## src/rtl/ex_mdu.sv

```systemverilog
`default_nettype none
// ============================================================================
// Module      : ex_mdu
// Description : Iterative RISC-V M-extension multiply/divide unit. Radix-2
//               shift-add multiply and restoring divide, one bit per cycle,
//               with sign fix-up, W-form support and a single-cycle path
//               for divide-by-zero, signed overflow and illegal W encodings.
// Revision    : 1.0 - initial release
// ============================================================================
module ex_mdu #(
    parameter int XLEN     = 64,
    parameter bit WORD_OPS = 1'b1
) (
    input  logic            clk,
    input  logic            rst,
    input  logic            start_i,
    input  logic [2:0]      funct3_i,
    input  logic            word_i,
    input  logic [XLEN-1:0] rs1_data_i,
    input  logic [XLEN-1:0] rs2_data_i,
    input  logic [4:0]      rd_addr_i,
    input  logic            flush_i,
    output logic            ready_o,
    output logic            stall_o,
    output logic            done_o,
    output logic [XLEN-1:0] result_o,
    output logic [4:0]      rd_addr_o
);

    localparam int CW      = $clog2(XLEN + 1);
    localparam int PW      = 2 * XLEN;
    localparam int WSH     = XLEN - 32;
    localparam bit WORD_EN = (XLEN == 64) && WORD_OPS;

    localparam logic [1:0] S_IDLE = 2'd0;
    localparam logic [1:0] S_CALC = 2'd1;
    localparam logic [1:0] S_FIX  = 2'd2;
    localparam logic [1:0] S_DONE = 2'd3;

    // Sign-extend a 32-bit value to the datapath width
    function automatic logic [XLEN-1:0] sext32(input logic [31:0] v);
        logic [XLEN-1:0] r;
        r       = {XLEN{v[31]}};
        r[31:0] = v;
        return r;
    endfunction

    logic [1:0]      state_q, state_d;
    logic [CW-1:0]   cnt_q, cnt_d;
    logic [XLEN-1:0] acc_q, acc_d;     // product high half / partial remainder
    logic [XLEN-1:0] lo_q, lo_d;       // multiplier+product low / dividend+quotient
    logic [XLEN-1:0] b_q, b_d;         // multiplicand / divisor magnitude
    logic [2:0]      f3_q, f3_d;
    logic            word_q, word_d;
    logic            neg_q, neg_d;
    logic [4:0]      rd_q, rd_d;
    logic [XLEN-1:0] res_q, res_d;
    logic [4:0]      rdo_q, rdo_d;

    logic            w_word, w_sa_en, w_sb_en, w_a_neg, w_b_neg, w_neg;
    logic [XLEN-1:0] w_a_ext, w_b_ext, w_a_mag, w_b_mag, w_dividend;
    logic            w_div_zero, w_ovf, w_illegal, w_special;
    logic [XLEN-1:0] w_spec_res;

    // Operand preparation and special-case detection at accept
    always_comb begin
        w_word  = word_i & WORD_EN;
        w_a_ext = w_word ? XLEN'(rs1_data_i[31:0]) : rs1_data_i;
        w_b_ext = w_word ? XLEN'(rs2_data_i[31:0]) : rs2_data_i;
        w_sa_en = 1'b0;
        w_sb_en = 1'b0;
        case (funct3_i)
            3'b000, 3'b001, 3'b100, 3'b110: begin
                w_sa_en = 1'b1;
                w_sb_en = 1'b1;
            end
            3'b010:  w_sa_en = 1'b1;
            default: ;
        endcase
        w_a_neg = w_sa_en & (w_word ? rs1_data_i[31] : rs1_data_i[XLEN-1]);
        w_b_neg = w_sb_en & (w_word ? rs2_data_i[31] : rs2_data_i[XLEN-1]);
        w_a_mag = w_a_ext;
        if (w_a_neg)
            w_a_mag = w_word ? XLEN'(~rs1_data_i[31:0] + 32'd1) : (~rs1_data_i + XLEN'(1));
        w_b_mag = w_b_ext;
        if (w_b_neg)
            w_b_mag = w_word ? XLEN'(~rs2_data_i[31:0] + 32'd1) : (~rs2_data_i + XLEN'(1));
        // Remainder follows the dividend; everything else follows sign xor
        w_neg = (funct3_i == 3'b110) ? w_a_neg : (w_a_neg ^ w_b_neg);

        w_dividend = w_word ? sext32(rs1_data_i[31:0]) : rs1_data_i;
        w_div_zero = funct3_i[2] && (w_b_ext == '0);
        if (w_word)
            w_ovf = (rs1_data_i[31:0] == 32'h8000_0000) && (rs2_data_i[31:0] == 32'hFFFF_FFFF);
        else
            w_ovf = (rs1_data_i == {1'b1, {(XLEN-1){1'b0}}}) && (rs2_data_i == {XLEN{1'b1}});
        w_ovf     = w_ovf && funct3_i[2] && !funct3_i[0];
        w_illegal = w_word && !funct3_i[2] && (funct3_i[1:0] != 2'b00);
        w_special = w_div_zero | w_ovf | w_illegal;

        w_spec_res = '0;
        if (w_illegal)
            w_spec_res = '0;
        else if (w_div_zero)
            w_spec_res = funct3_i[1] ? w_dividend : {XLEN{1'b1}};
        else if (w_ovf)
            w_spec_res = funct3_i[1] ? '0 : w_dividend;
    end

    logic [XLEN-1:0] w_addend, w_it_acc, w_it_lo;
    logic [XLEN:0]   w_sum, w_shl, w_diff;
    logic            w_ge;

    // One multiply or divide step on the working registers
    always_comb begin
        w_addend = lo_q[0] ? b_q : '0;
        w_sum    = {1'b0, acc_q} + {1'b0, w_addend};
        w_shl    = {acc_q, lo_q[XLEN-1]};
        w_ge     = (w_shl >= {1'b0, b_q});
        w_diff   = w_shl - {1'b0, b_q};
        if (f3_q[2]) begin
            w_it_acc = w_ge ? w_diff[XLEN-1:0] : w_shl[XLEN-1:0];
            w_it_lo  = {lo_q[XLEN-2:0], w_ge};
        end else begin
            w_it_acc = w_sum[XLEN:1];
            w_it_lo  = {w_sum[0], lo_q[XLEN-1:1]};
        end
    end

    logic [PW-1:0]   w_prod;
    logic [XLEN-1:0] w_quo, w_rem, w_fix_res;

    // Sign correction and half/field select of the finished iteration
    always_comb begin
        w_prod = {acc_q, lo_q};
        // A 32-step W multiply leaves its product 32 bits up
        if (word_q)
            w_prod = w_prod >> 32;
        if (neg_q)
            w_prod = ~w_prod + PW'(1);
        w_quo = neg_q ? (~lo_q + XLEN'(1)) : lo_q;
        w_rem = neg_q ? (~acc_q + XLEN'(1)) : acc_q;
        if (f3_q[2])
            w_fix_res = f3_q[1] ? w_rem : w_quo;
        else
            w_fix_res = (f3_q[1:0] == 2'b00) ? w_prod[XLEN-1:0] : w_prod[PW-1:XLEN];
        if (word_q)
            w_fix_res = sext32(w_fix_res[31:0]);
    end

    // Control FSM and next-state of all datapath registers
    always_comb begin
        state_d = state_q;
        cnt_d   = cnt_q;
        acc_d   = acc_q;
        lo_d    = lo_q;
        b_d     = b_q;
        f3_d    = f3_q;
        word_d  = word_q;
        neg_d   = neg_q;
        rd_d    = rd_q;
        res_d   = res_q;
        rdo_d   = rdo_q;
        case (state_q)
            S_IDLE: begin
                if (start_i && !flush_i) begin
                    f3_d   = funct3_i;
                    word_d = w_word;
                    rd_d   = rd_addr_i;
                    neg_d  = w_neg;
                    b_d    = w_b_mag;
                    if (w_special) begin
                        res_d   = w_spec_res;
                        rdo_d   = rd_addr_i;
                        cnt_d   = '0;
                        state_d = S_DONE;
                    end else begin
                        acc_d   = '0;
                        // W divides must shift their 32-bit dividend out first
                        lo_d    = (funct3_i[2] && w_word) ? (w_a_mag << WSH) : w_a_mag;
                        cnt_d   = w_word ? CW'(32) : CW'(XLEN);
                        state_d = S_CALC;
                    end
                end
            end
            S_CALC: begin
                if (flush_i) begin
                    cnt_d   = '0;
                    state_d = S_IDLE;
                end else begin
                    acc_d = w_it_acc;
                    lo_d  = w_it_lo;
                    cnt_d = cnt_q - CW'(1);
                    if (cnt_q == CW'(1))
                        state_d = S_FIX;
                end
            end
            S_FIX: begin
                if (flush_i) begin
                    state_d = S_IDLE;
                end else begin
                    res_d   = w_fix_res;
                    rdo_d   = rd_q;
                    state_d = S_DONE;
                end
            end
            default: state_d = S_IDLE;
        endcase
    end

    // State and datapath registers with asynchronous active-low reset
    always_ff @(posedge clk or negedge rst) begin
        if (!rst) begin
            state_q <= S_IDLE;
            cnt_q   <= '0;
            acc_q   <= '0;
            lo_q    <= '0;
            b_q     <= '0;
            f3_q    <= '0;
            word_q  <= 1'b0;
            neg_q   <= 1'b0;
            rd_q    <= '0;
            res_q   <= '0;
            rdo_q   <= '0;
        end else begin
            state_q <= state_d;
            cnt_q   <= cnt_d;
            acc_q   <= acc_d;
            lo_q    <= lo_d;
            b_q     <= b_d;
            f3_q    <= f3_d;
            word_q  <= word_d;
            neg_q   <= neg_d;
            rd_q    <= rd_d;
            res_q   <= res_d;
            rdo_q   <= rdo_d;
        end
    end

    assign ready_o   = (state_q == S_IDLE);
    assign stall_o   = (ready_o & start_i & ~flush_i) | (state_q == S_CALC) | (state_q == S_FIX);
    assign done_o    = (state_q == S_DONE) & ~flush_i;
    assign result_o  = res_q;
    assign rd_addr_o = rdo_q;

endmodule
`default_nettype wire

```

## config.mk

```make
export PLATFORM = sky130hd
export DESIGN_NAME = ex_mdu
export DESIGN_NICKNAME = d
export VERILOG_FILES = /design/src/rtl/ex_mdu.sv
export SDC_FILE = /design/constraint.sdc
export NUM_CORES = 2
export LEC_CHECK = 0
export CAP_MARGIN = 25
export CELL_PAD_IN_SITES_DETAIL_PLACEMENT = 0
export CELL_PAD_IN_SITES_GLOBAL_PLACEMENT = 2
export CORE_UTILIZATION = 36
export DETAILED_ROUTE_END_ITERATION = 8
export PLACE_DENSITY_LB_ADDON = 0.25
export SYNTH_ARGS = -nofsm -noshare
export SYNTH_HDL_FRONTEND = slang
export SYNTH_SLANG_ARGS = --single-unit
```

## constraint.sdc

```tcl
create_clock -name clk -period 6.8 [get_ports clk]
set_input_delay 2.04 -clock clk [delete_from_list [all_inputs] [get_ports clk]]
set_output_delay 2.04 -clock clk [all_outputs]
set_load 0.01 [all_outputs]
```

; Word level (Yosys, flattened, before mapping)
; Cells that the tools add are included.
[totals]
regBits = 280
latch_bits = 0
mem_bits_rw = 0
mem_bits_ro = 0
out_inout_bits = 72
wordCells = 142
n_memories = 0
[classes]
add_sub_neg = 10
mul = 0
n_div = 0
n_lt_le_gt_ge = 1
n_eq_ne = 18
shift = 0
mux = 58
n_bitwise = 18
n_reduce_logical = 26
[op_table]
columns = op, count
row1 = $mux 64, 32
row2 = $add 64x1->64 const B, 6
row3 = $pmux 64 s2, 3
row4 = $mux 128, 2
row5 = $not 64->64, 4
row6 = $add 128x1->128 const B, 1
row7 = $eq 64x64->1 const B, 2
row8 = $not 128->128, 1
row9 = $not 32->64, 2
row10 = $add 64x64->65, 1
row11 = $ge 65x64->1, 1
row12 = $eq 32x32->1 const B, 2
row13 = $logic_not 64->1, 1
row14 = $sub 64x64->64, 1
row15 = $mux 7, 4
row16 = $mux 5, 3
row17 = $pmux 7 s2, 1
row18 = $mux 2, 5
row19 = $pmux 5 s2, 1
row20 = $logic_and 1x1->1, 9
row21 = $reduce_and 4->1, 2
row22 = $eq 7x1->1 const B, 1
row23 = $sub 7x1->7 const B, 1
row24 = $eq 3x3->1 const B, 2
row25 = other kinds (20), 43

; Logic depth before layout (Yosys ltp)
[logic_depth]
word_depth = 11
ltp_mapped = 24

; Least setup slack after synthesis
; Ideal clock, no wire load.
[synth_path]
path_kind = input-to-reg
startpoint = in rs2_data_i[11]
endpoint = reg lo_q[61]
setup_ps = 136
arrival_ps = 5068
path_slack_ps = 1595
stages = 11
path_cell_list = or4_1 nor4_2 inv_1 or3_1 or3_1 nand3_1 a22o_1 clkbuf_1 clkbuf_1 clkbuf_1 o21ai_0
[synth_via]
elab_chain_len = 9
elab_cells_between_ends = 14
cone_classes = eq/ne (3) / mux (2) / bitwise (2) / reduce/logical (7)
[synth_lines]
columns = item, line
row1 = start: declaration, 20  ; input logic [XLEN-1:0] rs2_data_i,
row2 = $eq 64x64->1 / $eq 32x32->1 (equally long branches), "96, 94"
row3 = $logic_and 1x1->1 (on tied branches), "96, 94"
row4 = $mux 1, 93  ; if (w_word)
row5 = $logic_and 1x1->1 (2 in series), 97  ; w_ovf = w_ovf && funct3_i[2] && !funct3_i[0];
row6 = $or 1x1->1 (*) (2 in series), 99  ; w_special = w_div_zero | w_ovf | w_illegal;
row7 = $ne 2x2->1 (no source line) (*), --
row8 = $reduce_and 4->1 (no source line) (*), --
row9 = end signal: assignment, 229  ; lo_q <= lo_d;
row10 = end: declaration, 51  ; logic [XLEN-1:0] lo_q, lo_d;
; Every way passes the cells marked *; elsewhere a longest branch is shown, timed or not.
; A chain may end at the register's enable or synchronous reset.

; Worst setup path after layout
[layout_path]
startpoint = reg word_q
endpoint = reg res_q[17], in the netlist result_o[17]
[layout_via]
elab_chain_len = 9
[layout_lines]
columns = item, line
row1 = start: declaration, 54  ; logic word_q, word_d;
row2 = start signal: assignment, 232  ; word_q <= word_d;
row3 = $mux 128 (*), 137  ; if (word_q)
row4 = $not 128->128, 140  ; w_prod = ~w_prod + PW'(1);
row5 = $add 128x1->128, 140
row6 = $mux 128 (*), 139  ; if (neg_q)
row7 = $mux 64 (*), 146  ; w_fix_res = (f3_q[1:0] == 2'b00) ? w_prod[XLEN-1:0] : w_prod[PW-1:XLEN];
row8 = $mux 64 (*), 143  ; if (f3_q[2])
row9 = $mux 64 (*), 147  ; if (word_q)
row10 = $mux 64 (*), 199  ; if (flush_i) begin
row11 = $pmux 64 s2 (*), 164  ; case (state_q)
row12 = end signal: assignment, 235  ; res_q <= res_d;
row13 = end: declaration, 57  ; logic [XLEN-1:0] res_q, res_d;
; Every way passes the cells marked *; elsewhere a longest branch is shown, timed or not. The select of a mux whose other input is x is not followed.

==> impl_metrics.yaml <==
clocking:
  cts_hold_buffers: 0
  cts_htree_levels: 2
  cts_root_buf: "clkbuf_16"
  clk_latency_ns: 0.61
  cts_buffers: 39
  cts.repair.resized: 0
  clock_tree.buffer_depth: 3
  post_cts.repair.setup_buffers: 0
  tritoncts_num_sinks: 280
  tritoncts_clock_tree: "done"
  clkTransAtPathRegs_ns: 0.06
die:
  die_width_microns: 321
  core_region_area_sq_um: 100000
  die_height_microns: 321
  start_util_pct: 36.5
  die_area_sq_um: 103000
  num_rows: 116
  num_io_pins: 213
synthesis:
  synth-seq-area-share_pct: 19.1
  avgSynthCellArea_sq_um: 7.01
  syn_area_sq_um: 36700
  yosysWarningCount: 0
  postSynth.asyncResetShare_pct: 100
  netlist.area_leader.share_pct: 19.1
  ys_seq_elements: 280
  postSynthNetCount: 5513
  postSynth.topFlopCell: "dfrtp_1"
  largest_cells_by_area_after_synthesis: "dfrtp_1, o21ai_0, nand2_1"
  synth_largest_area_cell: "dfrtp_1"
  synth_edf_count: 0
  synth_cells: 5232
  netlist-cell-type-count: 95
power:
  cell_internal_pwr_uw: 9540
  power_leakage_uw: 0.0163
  switching_share_pct: 58.9
  combinationalPowerShare_pct: 74.4
  seq_power_share_pct: 16.4
  ir_worst_vdd_mv: 0.253
  clkPwrFrac_pct: 9.2
  netSwitchingPower_uw: 13700
  powerDensity_nw_per_um2: 559
worst_setup_path:
  crit_fanout: 73
  crit_arrival_ns: 6.59
  setup.worst_path.start_class: "register"
  reg2regPathDepth: 11
  worst_r2r_endpoint: "result_o[17]$_DFFE_PN0P_"
  r2r-start: "word_q$_DFFE_PN0P_"
  cp_top_family: "simple AND/OR/NAND/NOR gates"
  max_stage_delay_ns: 1.00
  worstSetupPathType: "reg2reg"
  worstPathBufferInverterCount: 2
  cp_data_required_time_ns: 7.25
  setup.reg_to_reg.worst_slack_ns: 0.66
  crit_chain: "nor4b_1 -> buf_2 -> o22ai_1 -> or4b_1 -> buf_4 -> or4_1 -> or3_1 -> o41ai_1 -> a21oi_1 -> nand2_1 -> a31oi_1"
  crit_path_end_kind: "register"
  cpMaxStageDelayCell: "o41ai_1"
routing:
  post-route-drc-count: 0
  drtAntennaViolNets: 0
  dr.pass1.iters: 8
  detail_route.vias_per_cell: 6.53
  detail_route.iter0.violations: 6342
  num_vias: 43100
  wl_per_cell_microns: 31.8
  route.final.wire_length_microns: 210000
timing:
  hold_viol: 0
  final-setup-viol-count: 0
  report.final.slew_viol_count: 0
  final_critical_path_setup_slack_ns: 0.663
  min_period_over_period_pct: 90.3
  setup_total_neg_slack_ns: 0
  clock-skew-final_ns: 0.0298
  rsz0062_at_grt: "false"
  worst_slew_margin_rel_pct: 21.0
  worst-slew-pin-transition_ns: 1.17
  finalCriticalPeriod_ns: 6.14
  fmax_ghz: 0.163
placed_design:
  placed_cells: 6537
  placedInstanceArea_sq_um: 40300
  global_placer_s_final_weighted_congestion: 1.03
  port_buffers: 212
  hpwl_microns: 165000
  dp_worst_setup_slack_ns: 0.253
status:
  outcome: "finished, final reports clean"
global_route:
  wire_length_of_the_first_global_routing_pass_microns: 297000
  grt_pass1_vias: 39900
  largest_net_degree_at_the_start_of_global_routing: 129
  grt.total_usage_pct: 39.4
  antenna_found_initial: 20
  gr-total-overflow: 0
min_path:
  hold_start: "rd_q[0]$_DFFE_PN0P_"
  timing.hold.worst.class: "reg2reg"
  min_path_cells: 2
  hold_path_end: "rd_q[0]$_DFFE_PN0P_"
cells_and_area:
  num-nets-final: 5504
  final_area_sq_um: 41600
  post_route_cells_drive_above_1_share_pct: 7.01
  final_util_pct: 41.4
  layout.cells.most_common_list: "nand2_1, nor2_1, o21ai_0, a21oi_1, dfrtp_1"
  final_common_cell: "nand2_1"
  final_cell_count_no_fill: 6608
  syn_to_final_growth_pct: 13.5
flow_run:
  maxCapViolCount: 0
## cells by family after synthesis
logic type | Yosys count | share of synthesized area, %
buf+inv | 586 | 6.20
xor+xnor | 400 | 9.56
compound gates | 1651 | 28.6
mux | 208 | 5.85
simple gates | 1967 | 25.8
fa+ha+maj | 140 | 4.82
flops | 280 | 19.1
## metal layers
layer | track usage, % | share of wire [%]
met1 | 54.8 | 42
met2 | 55.8 | 40
met3 | 13.7 | 13
met4 | 13.8 | 4.0
met5 | 0 | 0.13
## worst reg2reg max path, stage by stage, from the launching register on
cell     delay, ns
dfrtp_4       0.98
nor4b_1       0.60
buf_2         0.28
o22ai_1       0.26
or4b_1        0.58
buf_4         0.22
or4_1         0.80
or3_1         0.64
o41ai_1       1.00
a21oi_1       0.26
nand2_1       0.25
a31oi_1       0.11
## flip-flops by register name, summed over array words and instances (netlist names), 3 cells and up
register and flops:
rd_addr_o 5, rd_q 5, lo_q 64, acc_q 64, cnt_q 7, f3_q 3
result_o 64, b_q 64
## worst max path at each step
stage,startpoint,to,depth (start not counted)
after detailed placement,rs1_data_i[3],result_o[8]$_DFFE_PN0P_,11
after global placement,rs1_data_i[3],result_o[44]$_DFFE_PN0P_,11
after CTS,rs1_data_i[3],result_o[8]$_DFFE_PN0P_,11
after floorplan,rs2_data_i[11],lo_q[61]$_DFFE_PN0P_,11
after global routing,rs1_data_i[3],lo_q[50]$_DFFE_PN0P_,11
final,word_q$_DFFE_PN0P_,result_o[17]$_DFFE_PN0P_,11
## synth_stat cells (all sizes together) (70+ instances only)
cell type  instances
ha               138
a21oi            396
clkbuf           380
nor2             507
a31oi             83
mux2i            177
or3               70
dfrtp            280
nor3             152
inv              142
nand2            627
nand4             87
o21ai            505
nor4             106
xor2             161
xnor2            239
nand3             87
## per-stage QoR
stage | power [uW] | hold slack (ns)
3_5_place_dp | 20300 | 0.467
4_1_cts | 22600 | 0.480
5_1_grt | 24400 | 0.494
2_1_floorplan | 13900 | 0.446
3_3_place_gp | 20400 | 0.461
6_report | 23200 | 0.475
## final cells by class
| type | count | area (sq um) |
|---|---|---|
| Antenna cell | 2 | 5.00 |
| Clock buffer | 55 | 1150 |
| Clock inverter | 12 | 131 |
| Fill cell | 10700 | 58800 |
| Inverter | 143 | 537 |
| Multi-Input combinational cell | 4366 | 27500 |
| Sequential cell | 280 | 7020 |
| Tap cell | 1357 | 1700 |
| Timing Repair Buffer | 393 | 3580 |
## power by group through the flow
stage / registers (uW) / logic (uW) / clock network (uW)
CTS: 3720 / 16700 / 2170
floorplan: 2840 / 11100 / 0
global route: 3850 / 18300 / 2230
global placement: 3750 / 16600 / 0
finish: 3810 / 17300 / 2140
detailed placement: 3740 / 16600 / 0
Power figures use the tool's default switching activity.
